[src/rtl/johnson_step_ctrl.sv]
// ============================================================================
// Module   : johnson_step_ctrl
// Brief    : Step sequencer and phase decoder for a twisted-ring (Johnson) counter.
//            Optional wrap counter output enabled by JOHNSON_WRAP_CNT_EN.
// Revision : 1.0
// ============================================================================
`default_nettype none

module johnson_step_ctrl #(
    parameter int WIDTH  = 4,
    parameter int STEP_W = 8
) (
    input  logic               clk,
    input  logic               clr,
    input  logic               start,
    input  logic               dir,
    input  logic [STEP_W-1:0]  steps,
    input  logic               hold,
    input  logic               load,
    input  logic [WIDTH-1:0]   load_val,
    output logic [WIDTH-1:0]   q,
    output logic [2*WIDTH-1:0] phase,
    output logic               busy,
    output logic               done,
`ifdef JOHNSON_WRAP_CNT_EN
    output logic [7:0]         wraps,
`endif
    output logic               err
);

    localparam int CNT_W = $clog2(2*WIDTH + 1);

    typedef enum logic [1:0] {
        S_IDLE = 2'd0,
        S_RUN  = 2'd1,
        S_DONE = 2'd2
    } state_t;

    state_t             r_state;
    state_t             w_state_nxt;
    logic [WIDTH-1:0]   r_q;
    logic [WIDTH-1:0]   w_q_nxt;
    logic [STEP_W-1:0]  r_rem;
    logic [STEP_W-1:0]  w_rem_nxt;
    logic               r_dir;
    logic               w_dir_nxt;
    logic               r_err;
    logic               w_err_nxt;
    logic [WIDTH-1:0]   w_up;
    logic [WIDTH-1:0]   w_dn;
    logic [WIDTH-1:0]   w_step;
    logic               w_q_legal;
    logic               w_load_legal;
    logic [CNT_W-1:0]   w_pop;
    logic [CNT_W-1:0]   w_idx;

    // A Johnson code has at most one boundary between adjacent differing bits.
    function automatic logic is_johnson(input logic [WIDTH-1:0] v);
        int unsigned edges;
        edges = 0;
        for (int i = 0; i < WIDTH - 1; i++) begin
            if (v[i] != v[i+1]) begin
                edges++;
            end
        end
        return (edges <= 1);
    endfunction

    assign w_up         = {~r_q[0], r_q[WIDTH-1:1]};
    assign w_dn         = {r_q[WIDTH-2:0], ~r_q[WIDTH-1]};
    assign w_step       = r_dir ? w_dn : w_up;
    assign w_q_legal    = is_johnson(r_q);
    assign w_load_legal = is_johnson(load_val);

    always_comb begin
        w_pop = '0;
        for (int i = 0; i < WIDTH; i++) begin
            w_pop = w_pop + CNT_W'(r_q[i]);
        end
        w_idx = r_q[0] ? (CNT_W'(2*WIDTH) - w_pop) : w_pop;
    end

    assign phase = {{(2*WIDTH-1){1'b0}}, 1'b1} << w_idx;
    assign q     = r_q;
    assign err   = r_err;
    assign busy  = (r_state == S_RUN);
    assign done  = (r_state == S_DONE);

    always_comb begin
        w_state_nxt = r_state;
        w_q_nxt     = r_q;
        w_rem_nxt   = r_rem;
        w_dir_nxt   = r_dir;
        w_err_nxt   = r_err;
        case (r_state)
            S_IDLE: begin
                if (load) begin
                    if (w_load_legal) begin
                        w_q_nxt = load_val;
                    end else begin
                        w_q_nxt   = '0;
                        w_err_nxt = 1'b1;
                    end
                end else if (start) begin
                    if (steps != '0) begin
                        w_dir_nxt   = dir;
                        w_rem_nxt   = steps;
                        w_state_nxt = S_RUN;
                    end else begin
                        w_state_nxt = S_DONE;
                    end
                end
            end
            S_RUN: begin
                if (!hold) begin
                    w_q_nxt   = w_step;
                    w_rem_nxt = r_rem - STEP_W'(1);
                    if (r_rem == STEP_W'(1)) begin
                        w_state_nxt = S_DONE;
                    end
                end
            end
            S_DONE: begin
                w_state_nxt = S_IDLE;
            end
            default: begin
                w_state_nxt = S_IDLE;
            end
        endcase
        // Corrupted ring recovers to zero regardless of state or hold.
        if (!w_q_legal) begin
            w_q_nxt   = '0;
            w_err_nxt = 1'b1;
        end
    end

    always_ff @(posedge clk or posedge clr) begin
        if (clr) begin
            r_state <= S_IDLE;
            r_q     <= '0;
            r_rem   <= '0;
            r_dir   <= 1'b0;
            r_err   <= 1'b0;
        end else begin
            r_state <= w_state_nxt;
            r_q     <= w_q_nxt;
            r_rem   <= w_rem_nxt;
            r_dir   <= w_dir_nxt;
            r_err   <= w_err_nxt;
        end
    end

`ifdef JOHNSON_WRAP_CNT_EN
    logic [7:0] r_wraps;
    logic       w_wrap_clr;
    logic       w_wrap_inc;

    assign w_wrap_clr = (r_state == S_IDLE) && !load && start;
    assign w_wrap_inc = (r_state == S_RUN) && !hold && w_q_legal && (w_step == '0);

    always_ff @(posedge clk or posedge clr) begin
        if (clr) begin
            r_wraps <= '0;
        end else if (w_wrap_clr) begin
            r_wraps <= '0;
        end else if (w_wrap_inc && (r_wraps != 8'hFF)) begin
            r_wraps <= r_wraps + 8'd1;
        end
    end

    assign wraps = r_wraps;
`endif

endmodule

`default_nettype wire

[config.mk]
export PLATFORM = sky130hd
export DESIGN_NAME = johnson_step_ctrl
export DESIGN_NICKNAME = d
export VERILOG_FILES = /design/src/rtl/johnson_step_ctrl.sv
export SDC_FILE = /design/constraint.sdc
export NUM_CORES = 1
export LEC_CHECK = 0
export CAP_MARGIN = 15
export CELL_PAD_IN_SITES_DETAIL_PLACEMENT = 1
export CELL_PAD_IN_SITES_GLOBAL_PLACEMENT = 1
export CORE_AREA = 2 2 62 64
export DETAILED_ROUTE_END_ITERATION = 7
export DIE_AREA = 0 0 64 66
export GPL_TIMING_DRIVEN = 0
export HOLD_SLACK_MARGIN = 0.08
export PLACE_DENSITY_LB_ADDON = 0.1
export SYNTH_ARGS = -nofsm -noshare
export SYNTH_HDL_FRONTEND = slang
export SYNTH_SLANG_ARGS = --single-unit
[constraint.sdc]
create_clock -name clk -period 4.9 [get_ports clk]
set_input_delay 0.98 -clock clk [delete_from_list [all_inputs] [get_ports clk]]
set_output_delay 0.98 -clock clk [all_outputs]
set_load 0.005 [all_outputs]
==> flow_summary.yaml <==
outcome:
  status: "complete, no violations"
placed_design:
  io_buffers: 32
  hpwl_um: 3008
  gp_congestion: 0.7859
floorplanning:
  fp-row-count: 22
  die_h_um: 66
  start_util: 0.3696
  die_w_um: 64
  io_pins: 33
  core-area_sq_um: 3551
  die-area_sq_um: 4224
clocking:
  clk_latency_ns: 0.29
  cts_tree: "yes"
  hold_buffers: 0
  cts_made_buffers: 3
  clk_path_buf_depth: 2
  cts_resized: 0
  postCtsSetupBuffers: 0
  cts_sinks: 16
  clk_pin_slew_worst_paths_ns: 0.10
  htreeDepth: 1
  cts_root_buf: "clkbuf_4"
synth:
  ys_seq_area_frac: 0.3051
  synth_nets: 186
  ys_warn_count: 0
  synth.avg_cell_area_sq_um: 8.255
  synth_area_sq_um: 1313
  yosysUniqueCellTypes: 41
  yosysTopAreaCellShare: 0.3051
  synth-seq-cells: 16
  netlist_instances: 159
  netlist_top_cells_area: "dfrtp_1, ha_1, nor2_1"
  synth_top_area_cell: "dfrtp_1"
timing:
  min_period_over_period: 0.8510
  hold_violations: 0
  drv_slew: 0
  period_minus_slack_ns: 4.170
  rsz0062_at_grt: "no"
  max_slew.worst_pin.slew_ns: 0.6777
  fin_skew_ns: 0.001193
  slew_headroom: 0.5477
  finalSetupViolations: 0
  setup_tns_ns: 0
  max_freq_ghz: 0.2398
detailed_routing:
  vias: 1327
  post_drt_via_cell_ratio: 5.461
  drtPass1Iterations: 4
  wirelength_um: 3760
  drc: 0
  drt_iter0_drc: 33
  antenna_left: 0
  wl_per_cell_um: 15.47
global_route:
  overflow: 0
  antenna_found_initial: 0
  grt_pass1_vias: 1363
  grt_max_degree: 17
  grt_pass1_wl_um: 6361
  gr-usage-all-layers: 0.1939
worst_setup_path:
  slowest_stage: "dfrtp_1"
  endpoint_kind: "output pin"
  cp.arrival_ns: 3.19
  cp_top_family: "buffers and inverters"
  cp_slowest_stage_delay_ns: 0.50
  critical_path_required_ns: 3.92
  crit_fanout: 10
  path_class: "reg -> out"
  crit_buf_inv: 5
  path_common_cell: "inv_1"
  path_cells: "inv_1, fa_1, inv_1, ha_1, inv_1, ha_1, clkbuf_1, mux2i_1, and2_1, clkdlybuf4s50_1"
  startpoint_type: "flop"
power_and_ir_drop:
  ir_drop_mv: 0.2363
  power.density_nw_per_um2: 624.5
  p_leak_nw: 0.7102
  power_mw: 1.080
layout:
  final_nets: 223
  layout-drive-gt1-share: 0.05128
  diodes: 0
  utilization: 0.4870
  layout-area-overhead-vs-synth_pct: 31.74
min_path:
  hold_path.class: "reg -> reg"
flow_run:
  drv_cap: 0
==> metrics by stage <==
| step | hold WS, ns | std cells | cell area, sq um | worst slack, ns |
|---|---|---|---|---|
| final | 0.4871 | 243 | 1729 | 0.7302 |
| after global routing | 0.5255 | 243 | 1729 | 0.4782 |
| after CTS | 0.4925 | 243 | 1729 | 0.6827 |
| after floorplan | 0.4736 | 159 | 1313 | 1.811 |
| after global placement | 0.4664 | 239 | 1693 | 1.189 |
| after detailed placement | 0.4679 | 239 | 1693 | 1.037 |
==> synthesized netlist by cell type (all sizes together) <==
cell and count:
nand3b 2, nand2b 5, and2 3, nor2 20, nor4 5, o31ai 1, nor2b 2, o32ai 1
a21o 1, and4b 1, ha 7, or3b 1, a31oi 5, dfrtp 16, o21ai 6, o21a 1
xnor2 3, nand3 3, o32a 3, a311o 1, inv 14, and3 1, a22oi 2, a211oi 4
and3b 2, o22ai 1, o211ai 2, mux2 1, or4 2, buf 1, mux2i 5, clkbuf 6
o211a 1, a21oi 11, o22a 1, nand2 10, nor3 4, fa 2, a311oi 2
==> power by group <==
part           switching, mW  leakage, nW  internal, mW
Sequential            0.0797        0.189         0.191
Clock                 0.0467       0.0210        0.0453
Combinational          0.367        0.500         0.350
==> worst reg2reg max path, cell delays in order (launching register included) <==
cell	delay [ns]
dfrtp_1	0.38
clkbuf_1	0.33
nand2b_1	0.17
a21oi_1	0.54
nor2_1	0.11
a311oi_1	0.33
==> final cells by class <==
class                      count  area (sq um)
fill                         420          1822
tap                           48         60.06
buffer                         7         26.28
clock buffer                   4         36.28
multi-input combinational    122         833.3
timing repair buffer          32         320.3
inverter                      14         52.55
sequential                    16         400.4
==> cell usage in the layout (no fill, tap or decap), types with 2 or more instances in the layout <==
cell type / n
nand2_1: 10
clkdlybuf4s50_1: 32
nor4_1: 5
dfrtp_1: 16
clkbuf_1: 6
nor2_1: 20
inv_1: 14
nand2b_1: 5
clkbuf_4: 3
a211oi_1: 3
nand3_1: 3
nor2b_1: 2
and3b_1: 2
ha_1: 7
a311oi_1: 2
o21ai_0: 5
fa_1: 2
and2_1: 3
or4_4: 2
o32a_1: 3
a21oi_1: 11
a31oi_1: 5
nor3_1: 4
o211ai_1: 2
xnor2_1: 3
nand3b_1: 2
a22oi_1: 2
mux2i_1: 5
==> kinds of logic (layout without fill, tap and decap cells) <==
group,Yosys count,count (layout),share of synthesized area
buf+inv,21,57,0.06005
flops,16,16,0.3050
xor+xnor,3,3,0.02002
compound gates,43,43,0.2259
mux,6,6,0.04671
fa+ha+maj,9,9,0.09723
simple gates,61,61,0.2450
==> sequential cells by signal, indices dropped and copies added, names as in the netlist <==
register and count:
r_state 2, r_rem 8, r_dir 1, q 4
err 1
==> path summary, 6_finish.rpt <==
kind                            start  slack (ns)  endpoint  depth (start not counted)
setup / recovery                 q[1]        0.73  phase[7]                         10
min in group asynchronous         clr        1.08  r_rem[6]                          2
setup reg to reg           r_state[0]        2.93      q[3]                          5
hold reg to reg                   err        0.49       err                          1
max in group asynchronous         clr        3.39  r_rem[2]                          2
hold / removal                    err        0.49       err                          1
==> routing by layer <==
metal / global-route usage / share of wire / vias to the layer above
li1: - / - / 646
met1: 0.2163 / 0.42 / 656
met2: 0.3711 / 0.54 / 19
met3: 0.02555 / 0.022 / 6
met4: 0.07337 / 0.014 / 0
met5: 0 / 0 / -
No activity file was read; power rests on OpenSTA's default activity.
